$ cat src/rtl/opb_register_bank_ppc2simulink.sv
// OPB slave register bank bridging PPC software to Simulink user logic.
// C_NUM_REGS live 32-bit control registers with byte-enable writes and
// per-register update strobes. An optional shadow bank lets software stage
// values and commit them all to the live bank on a single edge.
module opb_register_bank_ppc2simulink #(
  parameter logic [31:0] C_BASEADDR   = 32'h00000000,
  parameter logic [31:0] C_HIGHADDR   = 32'h000000FF,
  parameter int          C_OPB_AWIDTH = 32,
  parameter int          C_OPB_DWIDTH = 32,
  parameter int          C_NUM_REGS   = 4,
  parameter int          C_SHADOW     = 0,
  parameter logic [31:0] C_RESET_VAL  = 32'h00000000
) (
  input  logic                      OPB_Clk,
  input  logic                      OPB_Rst,
  input  logic [0:31]               OPB_ABus,
  input  logic [0:3]                OPB_BE,
  input  logic [0:31]               OPB_DBus,
  input  logic                      OPB_RNW,
  input  logic                      OPB_select,
  input  logic                      OPB_seqAddr,
  output logic [0:31]               Sl_DBus,
  output logic                      Sl_xferAck,
  output logic                      Sl_errAck,
  output logic                      Sl_retry,
  output logic                      Sl_toutSup,
  output logic [32*C_NUM_REGS-1:0]  user_data_out,
  output logic [C_NUM_REGS-1:0]     user_wr_strobe
);

  // Window span and register count as 32-bit values for unsigned compares.
  localparam logic [31:0] LP_SPAN = C_HIGHADDR - C_BASEADDR;
  localparam logic [31:0] LP_NUM  = 32'(C_NUM_REGS);

  logic [31:0] r_live   [C_NUM_REGS];
  logic [31:0] r_shadow [C_NUM_REGS];
  logic [C_NUM_REGS-1:0] r_strobe;

  logic        r_ack;
  logic        r_busy;
  logic [31:0] r_rdata;
  logic [31:0] r_idx;
  logic        r_rnw;
  logic [0:3]  r_be;
  logic [31:0] r_wdata;

  logic [31:0] w_offset;
  logic [31:0] w_idx;
  logic        w_hit;
  logic        w_accept;
  logic [31:0] w_rdval;
  logic [31:0] w_mask;
  logic        w_commit;
  logic        w_unused;

  // Offset wraps to a huge value below the base, so one compare covers both bounds.
  assign w_offset = OPB_ABus - C_BASEADDR;
  assign w_hit    = OPB_select & (w_offset <= LP_SPAN);
  assign w_idx    = {2'b00, w_offset[31:2]};
  assign w_accept = w_hit & ~r_ack & ~r_busy;

  // BE[0] gates the most significant byte of the user-side word.
  assign w_mask   = {{8{r_be[0]}}, {8{r_be[1]}}, {8{r_be[2]}}, {8{r_be[3]}}};
  assign w_commit = (r_idx == LP_NUM) & r_wdata[0] & r_be[3];

  // Sequential-address hint carries no meaning for a single-beat slave.
  assign w_unused = OPB_seqAddr;

  assign Sl_errAck  = 1'b0;
  assign Sl_retry   = 1'b0;
  assign Sl_toutSup = 1'b0;
  assign Sl_xferAck = r_ack;
  assign Sl_DBus    = r_rdata;
  assign user_wr_strobe = r_strobe;

  genvar g;
  for (g = 0; g < C_NUM_REGS; g++) begin : g_out
    assign user_data_out[32*g +: 32] = r_live[g];
  end

  // Read mux: software sees the staging bank in shadow mode, live bank otherwise.
  always_comb begin
    w_rdval = '0;
    for (int k = 0; k < C_NUM_REGS; k++) begin
      if (w_idx == 32'(k)) begin
        w_rdval = (C_SHADOW != 0) ? r_shadow[k] : r_live[k];
      end
    end
  end

  // Bus handshake: capture the request on the sampling edge, ack the next cycle,
  // and stay busy until select drops so a held select is only acked once.
  always_ff @(posedge OPB_Clk) begin
    if (OPB_Rst) begin
      r_ack   <= 1'b0;
      r_busy  <= 1'b0;
      r_rdata <= '0;
      r_idx   <= '0;
      r_rnw   <= 1'b1;
      r_be    <= '0;
      r_wdata <= '0;
    end else begin
      r_ack   <= w_accept;
      r_busy  <= OPB_select & (r_busy | r_ack);
      r_rdata <= (w_accept & OPB_RNW) ? w_rdval : 32'h0;
      if (w_accept) begin
        r_idx   <= w_idx;
        r_rnw   <= OPB_RNW;
        r_be    <= OPB_BE;
        r_wdata <= OPB_DBus;
      end
    end
  end

  // Register banks: writes land on the ack edge; strobes pulse the following cycle.
  always_ff @(posedge OPB_Clk) begin
    if (OPB_Rst) begin
      for (int k = 0; k < C_NUM_REGS; k++) begin
        r_live[k]   <= C_RESET_VAL;
        r_shadow[k] <= C_RESET_VAL;
      end
      r_strobe <= '0;
    end else begin
      r_strobe <= '0;
      if (r_ack & ~r_rnw) begin
        if (C_SHADOW == 0) begin
          for (int k = 0; k < C_NUM_REGS; k++) begin
            if (r_idx == 32'(k)) begin
              r_live[k]   <= (r_live[k] & ~w_mask) | (r_wdata & w_mask);
              r_strobe[k] <= 1'b1;
            end
          end
        end else begin
          for (int k = 0; k < C_NUM_REGS; k++) begin
            if (r_idx == 32'(k)) begin
              r_shadow[k] <= (r_shadow[k] & ~w_mask) | (r_wdata & w_mask);
            end
          end
          if (w_commit) begin
            for (int k = 0; k < C_NUM_REGS; k++) begin
              r_live[k] <= r_shadow[k];
            end
            r_strobe <= '1;
          end
        end
      end
    end
  end

endmodule

$ cat config.mk
export PLATFORM = sky130hd
export DESIGN_NAME = opb_register_bank_ppc2simulink
export DESIGN_NICKNAME = d
export VERILOG_FILES = /design/src/rtl/opb_register_bank_ppc2simulink.sv
export SDC_FILE = /design/constraint.sdc
export NUM_CORES = 1
export LEC_CHECK = 0
export ABC_AREA = 1
export CAP_MARGIN = 10
export CORE_MARGIN = 10
export CORE_UTILIZATION = 46
export DETAILED_ROUTE_END_ITERATION = 10
export MAX_ROUTING_LAYER = met4
export PLACE_DENSITY = 0.77
export SETUP_SLACK_MARGIN = 0.2
export SLEW_MARGIN = 25
export SYNTH_ARGS = -nofsm -noshare
export SYNTH_HDL_FRONTEND = slang
export SYNTH_SLANG_ARGS = --single-unit
$ cat constraint.sdc
create_clock -name OPB_Clk -period 2.1 [get_ports OPB_Clk]
set_input_delay 0.315 -clock OPB_Clk [delete_from_list [all_inputs] [get_ports OPB_Clk]]
set_output_delay 0.315 -clock OPB_Clk [all_outputs]
set_load 0.02 [all_outputs]
==> impl_metrics.env, run 1 <==
export IMPL_outcome="complete, no violations"
export IMPL_synth_simple_gate_area_share_pct=25.0
export IMPL_worst_slew_margin_rel_pct=28.6
export IMPL_first_global_vias=9247
export IMPL_antenna_violating_nets_post_route=0
export IMPL_crit_start="r_live[0][29]"
export IMPL_worst_endpoint_required_ns=1.78
export IMPL_share_of_synthesized_registers_carrying_an_async_set_or_reset_pct=0
export IMPL_critical_path_top_delay_family="buffers and inverters"
export IMPL_grt_ovfl_total=0
export IMPL_worstPathBufferInverterCount=1
export IMPL_drt_initial_drc_count=1023
export IMPL_worstSetupEndpointType="output pin"
export IMPL_layout_stage_area_growth_over_the_synthesis_result_pct=36.8
export IMPL_antenna_found_initial=1
export IMPL_post_route_drc_count=0
export IMPL_ctsHtreeMaxLevel=1
export IMPL_synthesized_area_fraction_occupied_by_ao_oa_aoi_and_oai_cells_pct=10.7
export IMPL_hold_path_class="in2reg"
export IMPL_synth_enable_flop_cells=128
export IMPL_clock_root_buffer="clkbuf_16"
export IMPL_worst_r2r_startpoint="r_idx[12]"
export IMPL_crit_path_start_kind="flop"
export IMPL_clkTransAtPathRegs_ns=0.06
export IMPL_numPortBuffers=234
export IMPL_ys_seq_area_share_pct=56.7
export IMPL_critPathMaxFanout=3
export IMPL_worst_slack_ns=0.218
export IMPL_finClkSkew_ns=0.0248
export IMPL_num_vias=9601
export IMPL_insertion_delay_ns=0.53
export IMPL_synth_largest_type_area_fraction_pct=36.7
export IMPL_final_max_slew_viol_count=0
export IMPL_maxCapViolations=0
export IMPL_crit_path_max_incr_delay_ns=0.63
export IMPL_place_congestion=0.905
export IMPL_die_h_um=171
export IMPL_ys_ff_latch=233
export IMPL_route_detailed_vias_per_inst=5.34
export IMPL_crit_path_top_delay_cell="clkdlybuf4s50_1"
export IMPL_synth_area_leaders="edfxtp_1 (37%), dfxtp_1 (20%), nor2_1 (10%)"
export IMPL_ys_warnings_count=0
export IMPL_dieArea_sq_um=29200
export IMPL_worstMarginPinSlew_ns=1.07
export IMPL_hold_start="OPB_ABus[27]"
export IMPL_p_per_area_nw_per_um2=690
export IMPL_grt_setup_unrepaired="false"
export IMPL_reg2reg_setup_slack_ns=0.32
export IMPL_timing_hold_ws_ns=0.373
export IMPL_critPathKind="reg2out"
export IMPL_synth_xor_area_share_pct=0
export IMPL_die_width_um=171
export IMPL_placementRows=55
export IMPL_cts_max_path_buffers=3
export IMPL_number_of_endpoints_with_negative_hold_slack_in_the_final_report=0
export IMPL_synth_mux_area_share_pct=0
export IMPL_regToRegEndpoint="r_live[0][31]"
export IMPL_min_period_ns=1.88
export IMPL_dp_final_hpwl_mm=23.2
export IMPL_synth_cells=1257
export IMPL_postSynthAreaPerCell_sq_um=8.34
export IMPL_timing_critical_path_depth=1
export IMPL_grt_pass1_wl_mm=50.6
export IMPL_drive_gt1_share_pct=7.40
export IMPL_synth_flop_cell="edfxtp_1"
export IMPL_post_synth_top_count_cell="nor2_1"
export IMPL_worstSetupEndpoint="user_data_out[29]"
export IMPL_synth_cell_types=28
export IMPL_ff2ff_path_depth=6
export IMPL_p_leak_uw=0.00641
export IMPL_period_share_pct=89.6
export IMPL_initial_utilization_pct=46.6
export IMPL_core_area_sq_um=22500
export IMPL_synthTopCellsByCount="nor2_1 (291), nand2_1 (214), a21oi_1 (134)"
export IMPL_synth_top_family_by_area="simple AND/OR/NAND/NOR gates"
export IMPL_max_vdd_ir_drop_v=0.000502
export IMPL_grtUsageTotal_pct=22.4
export IMPL_cts_buffers_inserted=25
export IMPL_tritoncts="built"
export IMPL_crit_chain="clkdlybuf4s50_1"
export IMPL_post_synthesis_instance_area_sq_um=10500
export IMPL_synth_adder_area_share_pct=0
export IMPL_detailedPlace_worstSlack_ns=-0.0730
export IMPL_critical_path_arrival_ns=1.57
export IMPL_fmax_mhz=531
export IMPL_drt_pass1_iter_count=5
export IMPL_ioPinCount=241
export IMPL_pin_count_of_the_biggest_net_entering_global_routing=33
export IMPL_num_nets_final=1568
export IMPL_post_detailed_route_wirelength_per_cell_um=18.6
export IMPL_yosysTopAreaCell="edfxtp_1"
export IMPL_cts_sink_count=233
export IMPL_drt_wl_total_mm=33.4
export IMPL_timing_final_setup_violations=0
## stage by stage
stage                     utilization [%]  std cells  cell area [sq um]  total power, uW  TNS, ns
after floorplan                         -       1259              10500             5420    -6.60
after global placement               59.9       1751              13500             5910  -0.0550
after detailed placement             59.9       1751              13500             5920   -0.996
after CTS                            63.1       1796              14200             9930        0
after global routing                 63.8       1799              14300            10200        0
final                                63.8       1799              14300             9890        0
## per-layer routing
layer	vias to the layer above	GRT usage (%)	share of wire [%]
met4	0	7.07	3.4
met2	534	37.0	47
met1	4408	27.0	39
met3	95	4.45	11
met5	-	-	0
li1	4564	-	-
## registers in the layout, summed over array words and instances (netlist names)
| name | count |
|---|---|
| r_idx | 30 |
| r_wdata | 32 |
| Sl_xferAck | 1 |
| r_busy | 1 |
| Sl_DBus | 32 |
| r_rnw | 1 |
| r_live | 128 |
| user_wr_strobe | 4 |
| r_be | 4 |
## placed cells by master, fill, tap and decap left out, drive strengths merged
cell type | netlist | layout
nor2 | 298 | 298
nand2 | 218 | 218
clkdlybuf4s50 | 0 | 183
a21oi | 134 | 134
edfxtp | 128 | 128
inv | 108 | 110
dfxtp | 105 | 105
nand3 | 72 | 72
buf | 41 | 55
dlymetal6s2s | 0 | 44
o21ai | 42 | 42
clkbuf | 39 | 33
a21boi | 32 | 32
nor3 | 21 | 21
clkinv | 0 | 9
nor3b | 8 | 8
dlygate4sd2 | 0 | 7
nand4 | 7 | 7
conb | 1 | 3
nor4 | 2 | 2
diode | 0 | 1
and3 | 1 | 1
bufinv | 0 | 1
## layout make-up
class	instances	area, sq um
fill	1875	8160
sequential	233	5950
multi-input combinational	838	3790
timing repair buffer	289	3100
clock buffer	33	656
inverter	108	405
tap	285	357
clock inverter	12	88.8
antenna	1	2.50
## worst min-delay path by stage
stage / to / slack (ns) / cells after the start
floorplan: r_idx[16] / 0.42 / 2
global placement: r_idx[24] / 0.43 / 2
detailed placement: r_idx[23] / 0.44 / 2
CTS: r_wdata[25] / 0.37 / 3
global route: r_wdata[25] / 0.37 / 3
finish: r_idx[2] / 0.37 / 3
## what timing repair did
| action | CTS | global route |
|---|---|---|
| hold buffers | 0 | 0 |
| buffers inserted | 0 | 2 |
| endpoints found under the setup margin | 7 | 157 |
| resized for setup | 7 | 46 |
| pin swaps | 0 | 1 |
## where the power goes
| part | switching, uW | total (uW) | internal (uW) |
|---|---|---|---|
| sequential | 100 | 5020 | 4920 |
| combinational | 411 | 796 | 385 |
| clock | 1760 | 4080 | 2320 |
## cell families (layout without fill, tap and decap cells)
family,after synthesis,after routing
other cells,1,4
flops,233,233
buf+inv,188,442
compound gates,208,208
simple gates,627,627
Note: power is estimated with default switching activity, not from simulation.
==> run 2: changes to the inputs <==
CORE_MARGIN = default   (was 10)
==> run 2 against run 1 <==
Clock-buffer cell count grew 3. Maximum frequency is essentially flat. Hold slack got worse by 0.010 ns. Sequential power barely moved. Utilization grew 1.5 points. Die area is 20% lower. Sequential share of layout area decreased by 0.20 points. Final cell count decreased by 0.61%. Critical path type unchanged.
==> impl_metrics.env, run 2 (same netlist as run 1, synthesis figures left out) <==
export IMPL_outcome="complete, no violations"
export IMPL_drive_gt1_share_pct=7.50
export IMPL_min_period_ns=1.88
export IMPL_cts_buffers_inserted=24
export IMPL_share_comb_of_total_power_pct=7.5
export IMPL_post_route_drc_count=0
export IMPL_antenna_found_initial=1
export IMPL_placed_cells=1743
export IMPL_p_per_area_nw_per_um2=728
export IMPL_fmax_mhz=531
export IMPL_grt_setup_unrepaired="false"
export IMPL_cts_sink_count=233
export IMPL_critical_path_arrival_ns=1.57
export IMPL_clkTransAtPathRegs_ns=0.06
export IMPL_drt_initial_drc_count=789
export IMPL_netSwitchingFraction_pct=21.7
export IMPL_critPathKind="reg2out"
export IMPL_crit_path_start_kind="flop"
export IMPL_critical_path_top_delay_family="buffers and inverters"
export IMPL_num_nets_final=1562
export IMPL_die_width_um=153
export IMPL_core_area_sq_um=22100
export IMPL_power_switching_uw=2270
export IMPL_p_leak_uw=0.00631
export IMPL_placementRows=54
export IMPL_worstMarginPinSlew_ns=0.955
export IMPL_drt_wl_total_mm=31.4
export IMPL_grt_ovfl_total=0
export IMPL_p_clk_share_pct=44.6
export IMPL_fill_cells=1742
export IMPL_crit_path_max_incr_delay_ns=0.64
export IMPL_worst_endpoint_required_ns=1.78
export IMPL_maxCapViolations=0
export IMPL_design_power_total_uw=10500
export IMPL_crit_chain="clkdlybuf4s50_1"
export IMPL_period_share_pct=89.6
export IMPL_post_detailed_route_wirelength_per_cell_um=17.5
export IMPL_finClkSkew_ns=0.0104
export IMPL_antenna_violating_nets_post_route=0
export IMPL_tritoncts="built"
export IMPL_pin_count_of_the_biggest_net_entering_global_routing=36
export IMPL_grt_pass1_wl_mm=49.2
export IMPL_worstPathBufferInverterCount=1
export IMPL_layout_cell_area_non_filler_sq_um=14400
export IMPL_post_dp_cell_area_sq_um=13400
export IMPL_crit_path_top_delay_cell="clkdlybuf4s50_1"
export IMPL_insertion_delay_ns=0.52
export IMPL_initial_utilization_pct=47.5
export IMPL_fin_tns_setup_ns=0
export IMPL_grtUsageTotal_pct=27.6
export IMPL_clock_root_buffer="clkbuf_16"
export IMPL_dp_final_hpwl_mm=21.4
export IMPL_worst_slew_margin_rel_pct=36.3
export IMPL_place_congestion=0.895
export IMPL_drt_pass1_iter_count=5
export IMPL_finish_utilization_pct=65.2
export IMPL_ioPinCount=241
export IMPL_timing_final_setup_violations=0
export IMPL_layout_common_cells="nor2_1 (291), nand2_1 (210), clkdlybuf4s50_1 (202), a21oi_1 (134), edfxtp_1 (128)"
export IMPL_route_detailed_vias_per_inst=5.37
export IMPL_max_vdd_ir_drop_v=0.000636
export IMPL_num_vias=9607
export IMPL_final_max_slew_viol_count=0
export IMPL_number_of_endpoints_with_negative_hold_slack_in_the_final_report=0
export IMPL_ctsHoldBuffers=0
export IMPL_mostFrequentLayoutCell="nor2_1"
export IMPL_numPortBuffers=234
export IMPL_p_int_uw=8220
export IMPL_hold_path_class="in2reg"
export IMPL_dieArea_sq_um=23400
export IMPL_cts_max_path_buffers=3
export IMPL_instances_no_fill=1788
export IMPL_layout_stage_area_growth_over_the_synthesis_result_pct=37.5
export IMPL_worstSetupEndpointType="output pin"
export IMPL_die_h_um=153
export IMPL_critPathMaxFanout=3
export IMPL_ctsHtreeMaxLevel=1
export IMPL_largest_register_ff_count=128
export IMPL_first_global_vias=9171
export IMPL_seq_power_share_pct=48.0
export IMPL_largest_register="r_live"
## run 2: cell count changes in the layout (fill, tap and decap cells not counted), sizes merged, moves of 3 or more
cell	change
clkdlybuf4s50	+19
dlymetal6s2s	-15
clkinv	-4
buf	-5
dlygate4sd2	-4
clkbuf	+3
## run 2: routing by layer
metal  global-route usage (%)  up-vias  share of wire [%]
met5                        -        -                  0
li1                         -     4552                  -
met4                     10.5        0                3.8
met3                     4.48      102                 10
met2                     45.0      540                 47
met1                     34.6     4413                 39
## run 2: area by class of cell
class	count	area [sq um]	area share (%)
inverter	108	405	2.81
tap	280	350	2.43
antenna	1	2.50	0.0174
timing repair buffer	284	3030	21.0
clock buffer	36	772	5.36
multi-input combinational	838	3790	26.3
clock inverter	8	114	0.790
sequential	233	5950	41.2
## run 2: worst paths after layout
check / from / cells past startpoint / slack (ns) / endpoint
min: OPB_ABus[24] / 3 / 0.36 / r_idx[5]
max reg2reg: r_idx[8] / 6 / 0.35 / r_live[0][105]
max: r_live[0][32] / 1 / 0.22 / user_data_out[32]
min reg2reg: r_idx[19] / 2 / 0.44 / r_idx[19]
## run 2: worst reg2reg max path, delay by kind of cell, from the launching register on
kind,cells,cell delay [ns]
buffers and inverters,1,0.20
AND/OR/NAND/NOR,5,0.94
flip-flops,1,0.31
## run 2: metrics by stage
stage	hold WS [ns]	setup slack, ns
after floorplan	0.423	-0.0516
after global placement	0.431	-0.0569
after detailed placement	0.436	-0.120
after CTS	0.355	0.200
after global routing	0.384	0.195
final	0.363	0.218
## run 2: timing repair
action | CTS | global route
buffers inserted | 0 | 0
resized for setup | 3 | 32
endpoints found under the hold margin | 0 | 0
endpoints found under the setup margin | 3 | 128
## run 2: power groups by stage
stage,Combinational (uW),Sequential [uW],Clock [uW]
2_1_floorplan,174,5250,0
3_3_place_gp,773,5130,0
3_5_place_dp,782,5130,0
4_1_cts,785,5030,4710
5_1_grt,823,5050,4910
6_report,782,5030,4680
==> run 3: changes to the inputs <==
--- a/config.mk
+++ b/config.mk
@@ -8,4 +8,5 @@
 export ABC_AREA = 1
 export CAP_MARGIN = 10
+export CORE_ASPECT_RATIO = 0.8
 export CORE_UTILIZATION = 46
 export DETAILED_ROUTE_END_ITERATION = 10
==> constraint.sdc (replaced) <==
create_clock -name OPB_Clk -period 2.1 [get_ports OPB_Clk]
set_input_delay 0.21 -clock OPB_Clk [delete_from_list [all_inputs] [get_ports OPB_Clk]]
set_output_delay 0.21 -clock OPB_Clk [all_outputs]
set_load 0.02 [all_outputs]
==> run 3 against run 2 <==
Clock power increased by 1%. Combinational power increased by 2%. Hold slack worse by 0.11 ns. Register-to-register slack lost 0.03 ns. Final area fell by 0.59%. Utilization decreased by 1.4 points. Largest power group unchanged.
==> impl_metrics.env, run 3 (same netlist as run 1, synthesis figures left out) <==
export IMPL_grt_pass1_wl_mm=47.8
export IMPL_drt_pass1_iter_count=5
export IMPL_num_nets_final=1556
export IMPL_max_vdd_ir_drop_v=0.000522
export IMPL_worstPathBufferInverterCount=1
export IMPL_post_route_drc_count=0
export IMPL_largest_register="r_live"
export IMPL_critical_path_top_delay_family="buffers and inverters"
export IMPL_critPathKind="reg2out"
export IMPL_timing_final_setup_violations=0
export IMPL_insertion_delay_ns=0.52
export IMPL_die_h_um=137
export IMPL_clock_root_buffer="clkbuf_16"
export IMPL_num_vias=9685
export IMPL_largest_register_ff_count=128
export IMPL_layout_stage_area_growth_over_the_synthesis_result_pct=36.7
export IMPL_crit_path_top_delay_cell="clkdlybuf4s50_1"
export IMPL_p_leak_uw=0.00598
export IMPL_grtUsageTotal_pct=27.3
export IMPL_ctsHtreeMaxLevel=1
export IMPL_worst_slew_margin_rel_pct=34.2
export IMPL_ioPinCount=241
export IMPL_timing_hold_ws_ns=0.255
export IMPL_antenna_violating_nets_post_route=0
export IMPL_tritoncts="built"
export IMPL_grt_setup_unrepaired="true"
export IMPL_worstSetupEndpointType="output pin"
export IMPL_period_share_pct=86.8
export IMPL_crit_chain="clkdlybuf4s50_1"
export IMPL_p_per_area_nw_per_um2=738
export IMPL_mostFrequentLayoutCell="nor2_1"
export IMPL_number_of_endpoints_with_negative_hold_slack_in_the_final_report=0
export IMPL_core_area_sq_um=22400
export IMPL_crit_path_max_incr_delay_ns=0.64
export IMPL_worstMarginPinSlew_ns=0.987
export IMPL_cts_sink_count=233
export IMPL_drt_initial_drc_count=1077
export IMPL_dieArea_sq_um=23400
export IMPL_worst_endpoint_required_ns=1.89
export IMPL_diodes=0
export IMPL_first_global_vias=8884
export IMPL_grt_ovfl_total=0
export IMPL_critical_path_arrival_ns=1.61
export IMPL_crit_path_start_kind="flop"
export IMPL_design_power_total_uw=10600
export IMPL_outcome="complete, no violations"
export IMPL_maxCapViolations=0
export IMPL_antenna_found_initial=0
export IMPL_die_width_um=171
export IMPL_finClkSkew_ns=0.0109
export IMPL_final_max_slew_viol_count=0
export IMPL_critPathMaxFanout=3
export IMPL_initial_utilization_pct=46.7
export IMPL_cts_buffers_inserted=24
export IMPL_fill_cells=1851
export IMPL_dp_final_hpwl_mm=21.5
export IMPL_drive_gt1_share_pct=7.27
export IMPL_post_detailed_route_wirelength_per_cell_um=17.4
export IMPL_pin_count_of_the_biggest_net_entering_global_routing=52
export IMPL_ctsHoldBuffers=0
export IMPL_cts_max_path_buffers=3
export IMPL_clkTransAtPathRegs_ns=0.06
export IMPL_numPortBuffers=234
export IMPL_fmax_mhz=549
export IMPL_route_detailed_vias_per_inst=5.36
export IMPL_min_period_ns=1.82
export IMPL_place_congestion=0.867
export IMPL_hold_path_class="in2reg"
export IMPL_layout_common_cells="nor2_1 (291), clkdlybuf4s50_1 (234), nand2_1 (210), a21oi_1 (134), edfxtp_1 (128)"
export IMPL_placementRows=49
export IMPL_drt_wl_total_mm=31.4
## run 3: cell count changes in the layout (fill, tap and decap cells not counted), sizes merged
cell / change
clkbuf: -3
clkdlybuf4s50: +32
buf: -6
clkinv: +1
inv: +1
dlygate4sd2: -3
diode: -1
dlymetal6s2s: -29
## run 3: through the flow
| stage | instance area (sq um) | utilization (%) | setup WS, ns | instances | TNS (ns) |
|---|---|---|---|---|---|
| 2_1_floorplan | 10500 | - | 0.277 | 1259 | 0 |
| 4_1_cts | 14300 | 63.8 | 0.210 | 1806 | 0 |
| 5_1_grt | 14300 | 63.9 | 0.148 | 1806 | 0 |
| 6_report | 14300 | 63.9 | 0.277 | 1806 | 0 |
| 3_3_place_gp | 13400 | 59.8 | 0.0433 | 1763 | 0 |
| 3_5_place_dp | 13400 | 59.8 | -0.0214 | 1763 | -0.0558 |
## run 3: power by group
group	total [uW]	internal, uW	switching [uW]
Combinational	796	398	397
Sequential	5040	4920	121
Clock	4740	2940	1800
Total	10600	8250	2320
## run 3: what timing repair did
action / CTS / global route
hold endpoints to repair: 0 / 0
resized for setup: 0 / 2
setup endpoints to repair: 0 / 100
buffers inserted: 0 / 0
## run 3: area by class of cell
type                            instances  area (sq um)  share of cell area (%)
Clock buffer                           33           771                    5.38
Timing Repair Buffer                  278          2900                    20.2
Clock inverter                         10           130                   0.908
Inverter                              108           405                    2.83
Sequential cell                       233          5950                    41.5
Multi-Input combinational cell        838          3790                    26.5
Tap cell                              306           383                    2.67
## run 3: path summary, 6_finish.rpt
check,from,end,slack [ns],depth (start not counted)
worst min-delay path,OPB_ABus[26],r_idx[3],0.26,3
worst max-delay path,r_live[0][95],user_data_out[95],0.28,1
worst min register to register,r_idx[23],r_idx[23],0.44,2
worst max register to register,r_be[1],r_live[0][115],0.32,3
## run 3: per-layer routing
layer	GRT usage (%)	share of wire, %	wire length, um	vias up
met3	4.08	11	3380	63
met2	42.1	45	14200	605
met1	37.3	42	13200	4483
met5	-	0	0	-
met4	8.26	2.1	664	0
li1	-	-	-	4534
==> edit 1: new RTL, config.mk and constraints of run 3 <==
The parameter `C_SHADOW` goes from 0 to 1.
--- a/src/rtl/opb_register_bank_ppc2simulink.sv
+++ b/src/rtl/opb_register_bank_ppc2simulink.sv
@@ -10,3 +10,3 @@
   parameter int          C_NUM_REGS   = 4,
-  parameter int          C_SHADOW     = 0,
+  parameter int          C_SHADOW     = 1,
   parameter logic [31:0] C_RESET_VAL  = 32'h00000000
Check against the original RTL: not equivalent (a bounded check fails within 4 cycles, from zero or initial values and one cycle with OPB_Rst high).
==> edit 1 against run 3 <==
The run now ends with design-rule violations left; critical path depth is 7 higher; total power is 50% higher; non-clock buffer count is 51 higher; sequential share of layout area is 6.1 points higher; synthesized area is 47% higher; wire length is 39% higher; fmax is 5.7% lower; sequential cell count is 125 higher; setup slack worse by 110 ps; register-to-register slack worse by 150 ps; cell area is 43% higher.
==> edit 1: results (changes against run 3) <==
- Dpl cell area: 18700 um^2 (+39%)
- Vias in the first global route: 12011 (+35%)
- Tot GR Track Use: 25.8% (-1.5 points)
- Worst Hold Endpoint: r_wdata[21]
- Initial antenna violation count: 3 (+3)
- CTS H-Tree Depth: 2 (+1)
- Largest regs: r_live (128), r_shadow (128)
- Number of synthesized flops with an enable pin: 256 (+100%)
- Synth cell types: 23 (-18%)
- Status: finished with violations
- DR DRC count: 19 (+19)
- DR iter-0 viols: 1071 (-0.56%)
- PortBufs: 234 (unchanged)
- Vias per cell: 5.27 (-1.7%)
- Clock share of power: 43.2% (-1.6 points)
- First-pass GRT wire length: 65000 um (+36%)
- Static Leakage: 8.42 nW (+41%)
- Crit Path Max Fanout: 63 (+60)
- Top cells by area, synth: edfxtp_1, dfxtp_1, nor2_1
- Met1 GRT Util: 33.6% (-3.7 points)
- Hold crit path type: in -> reg
- Commonest cells in the netlist: nor2_1, edfxtp_1, nand2_1, inv_1, a21oi_1
- Layout cell share with drive strength beyond 1: 16.0% (+8.7 points)
- Drt wl/cell: 18.4 um (+5.9%)
- Largest net degree at the start of global routing: 67 (+29%)
- CP peak stage delay: 300 ps (-340 ps)
- Hold Startpoint: OPB_DBus[10]
- R2R cell count: 8 (+5)
- R2R Path Start: r_idx[14]
- Fin nets: 1977 (+27%)
- Met2 usage: 40.5% (-1.6 points)
- Worst path top cell family by delay: simple AND/OR/NAND/NOR gates
- Hold path depth: 3 (unchanged)
- CTS Buf Count: 38 (+58%)
- Fill count: 2553 (+38%)
- Crit-path slowest cell: dfxtp_1
- Hold slack: 276 ps (+20.3 ps)
- WL met2: 20300 um (+43%)
- Routability congestion estimate: 0.820 (-5.4%)
- Worst Skew: 13.2 ps (+2.27 ps)
- Sw frac: 21.2% (-0.74 points)
- Reg-to-reg endpoint: r_live[0][16]
- TritonRoute pass-1 iters: 8 (+3)
- WP data arrival: 2300 ps (+690 ps)
- Met3 wire length: 4300 um (+27%)
- Max VDD drop: 0.538 mV (+3.1%)
- DPL Wire Length: 28300 um (+32%)
- R2R setup slack: 170 ps (-150 ps)
- Failing checks: design-rule violations
- GR Layer Usage met3: 4.47% (+0.40 points)
- Post-synthesis sequential area ratio: 63.2% (+6.5 points)
- Wl on met1: 17500 um (+32%)
- Logic power comb: 1.08 mW (+36%)
- Measured slew at the worst slew-check pin: 971 ps (-15.4 ps)
-- edit 1: changes by cell type in the layout (fill, tap and decap cells not counted), sizes merged, moves of 32 or more --
cell,change
nor2,+133
a21boi,-32
buf,+47
clkbuf,+34
inv,+93
edfxtp,+128
-- edit 1: logic make-up after synthesis --
family,synth area share [%]
AOI/OAI and AO/OA,6.67
buffers and inverters,8.46
DFF,63.2
other,0.0244
and+or+nand+nor,21.6
-- edit 1: area by class of cell --
type	instances	area [um^2]	area share [%]
flip-flops and latches	358	9740	47.6
multi-input cells	973	4540	22.2
repair buffers	329	3550	17.4
clock buffers	62	1220	5.95
inverters	203	766	3.74
well taps	427	534	2.61
clock inverters	8	88.8	0.434
repair inverters	1	7.51	0.0367
diodes	3	7.51	0.0367
-- edit 1: worst max-delay path by stage --
stage	from	end	slack [ps]	cells past startpoint
2_1_floorplan	r_idx[4]	r_live[0][0]	170	7
3_3_place_gp	OPB_ABus[23]	Sl_DBus[2]	50	10
3_5_place_dp	OPB_ABus[23]	Sl_DBus[21]	-8	11
4_1_cts	r_idx[5]	r_live[3][13]	180	9
5_1_grt	r_idx[14]	r_live[0][16]	80	8
6_report	r_idx[14]	r_live[0][16]	170	8
-- edit 1: through the flow --
| stage | total power [mW] | cells | worst slack, ps |
|---|---|---|---|
| finish | 15.9 | 2364 | 167 |
| global placement | 9.07 | 2264 | 45.6 |
| global route | 16.3 | 2364 | 83.6 |
| floorplan | 8.50 | 1631 | 167 |
| detailed placement | 9.09 | 2264 | -8.30 |
| CTS | 15.9 | 2345 | 183 |
-- edit 1: repair_timing --
action                                 in CTS  in global routing
endpoints found under the hold margin       0                  0
cloned                                      2                  7
resized for setup                           7                 40
pin swaps                                   4                  7
setup endpoints to repair                 285                369
buffers inserted                            9                  9
==> edit 2: new RTL, settings of run 3 <==
Without the edit above. Make the reset (`OPB_Rst`) asynchronous in 2 clocked blocks.
--- a/src/rtl/opb_register_bank_ppc2simulink.sv
+++ b/src/rtl/opb_register_bank_ppc2simulink.sv
@@ -92,3 +92,3 @@
   // and stay busy until select drops so a held select is only acked once.
-  always_ff @(posedge OPB_Clk) begin
+  always_ff @(posedge OPB_Clk or posedge OPB_Rst) begin
     if (OPB_Rst) begin
@@ -115,3 +115,3 @@
   // Register banks: writes land on the ack edge; strobes pulse the following cycle.
-  always_ff @(posedge OPB_Clk) begin
+  always_ff @(posedge OPB_Clk or posedge OPB_Rst) begin
     if (OPB_Rst) begin
Behaviour: differs if OPB_Rst is asserted again (counterexample within 4 cycles, from zero or initial values and one cycle with OPB_Rst high); with OPB_Rst held inactive, the same outputs for 4 cycles.
==> edit 2 against run 3 <==
Non-clock buffer count grew 6; die area shrank 1.5%; setup slack gained 21 ps; synthesized area shrank 1.5%; sequential cell count is the same; first-iteration DRC count grew 7.0%; sequential share of layout area shrank 0.31 points; cell area shrank 1.2%; critical path depth is the same; wire length shrank 0.26%; highest routed layer unchanged.
Power is not compared: it rests on default switching activity, and its combinational part moved more than twofold at a synthesized area within 25%.
==> edit 2: results (changes against run 3) <==
- Top cells by area, synth: dfrtp_1, nand2_1, nand3_1
- Commonest cells in the netlist: nand2_1, dfrtp_1, nand3_1, nor2_1, inv_1
- CP Capture Point: user_data_out[10]
- Static Leakage: 7.29 nW
- WL met2: 14200 um (+0.24%)
- Worst Hold Endpoint: r_wdata[14]
- Synth cell types: 26 (-7.1%)
- Layout cell share with drive strength beyond 1: 8.27% (+1.0 points)
- ClkCell Share: 5.29% (-0.99 points)
- Hold Startpoint: OPB_DBus[17]
- Fin cells: 1801 (-0.28%)
- Largest net degree at the start of global routing: 113 (+120%)
- Max-Slew Margin vs Limit: 40.9% (+6.7 points)
- Sequential share of cell area: 41.2% (-0.31 points)
- Clock buffers: 38 (+15%)
- Mapped Cells: 1243 (-1.1%)
- Wl on met1: 13400 um (+1.5%)
- Plain + repair buffers: 284 (+2.2%)
- R2R Path Start: r_idx[22]
- Vias per cell: 5.30 (-1.2%)
- Row count: 48 (-2.0%)
- ANT cells: 2 (+2)
- GR Layer Usage met3: 5.56% (+1.5 points)
- Worst slack, placed: -20.6 ps (+0.869 ps)
- Synth Flop Type: dfrtp_1
- DPL Wire Length: 21500 um (about the same)
- Data buffer area share: 21.0% (+0.78 points)
- Met2 usage: 42.7% (+0.60 points)
- Dpl cell area: 13300 um^2 (-1.2%)
- Status: completed
- #MultiIn Comb: 905 (+8.0%)
- Seq pwr share: 50.5%
- TritonRoute pass-1 iters: 5 (unchanged)
- DR iter-0 viols: 1152 (+7.0%)
- Met3 wire length: 3100 um (-8.1%)
- Worst Skew: 18.1 ps (+7.20 ps)
- Sw power: 1.85 mW
- Routability congestion estimate: 0.900 (+3.8%)
- Post-synthesis sequential area ratio: 56.5% (-0.23 points)
- Power in sequential cells: 4.49 mW
- Vias in the first global route: 9117 (+2.6%)
- Routed WL: 31400 um (-0.26%)
- R2R cell count: 9 (+6)
- FMAX: 555 MHz (+1.1%)
- Tot GR Track Use: 28.3% (+1.0 points)
- First-pass GRT wire length: 49000 um (+2.7%)
- Multi-input gate area: 4090 um^2 (+7.7%)
- Initial antenna violation count: 2 (+2)
- Layout overhead on the synthesized area: 37.2%
- Fill count: 1743 (-5.8%)
- Met1 GRT Util: 39.3% (+2.1 points)
## edit 2: cell types whose count changed in the layout (fill, tap and decap cells not counted), moves of 8 or more
cell             run 3  this run
nand2_1            210       477
dfrtp_1              0       232
nor2_1             291       112
a21oi_1            134         1
edfxtp_1           128         0
nand3_1             72       197
dfxtp_1            105         0
inv_1              105        33
o21ai_0             42         4
o21ai_1              0        32
nor3_1              19         2
nand2_4              1        14
clkbuf_1             1        10
nor3b_1              8         0
## edit 2: what timing repair did
item | CTS | global route
hold buffers | 1 | 0
gates resized for setup | 16 | 22
endpoints found under the setup margin | 128 | 129
hold endpoints to repair | 3 | 0
pin swaps | 0 | 2
## edit 2: logic make-up after synthesis
group / count (synthesis) / share of synthesized area (%)
buf+inv: 107 / 5.59
simple gates: 833 / 33.8
compound gates: 69 / 4.12
other cells: 1 / 0.0363
flops: 233 / 56.5
## edit 2: worst min-delay path: cells and delay by family
kind | cells | cell delay (ps)
AND/OR/NAND/NOR | 2 | 100
buffers and inverters | 1 | 390
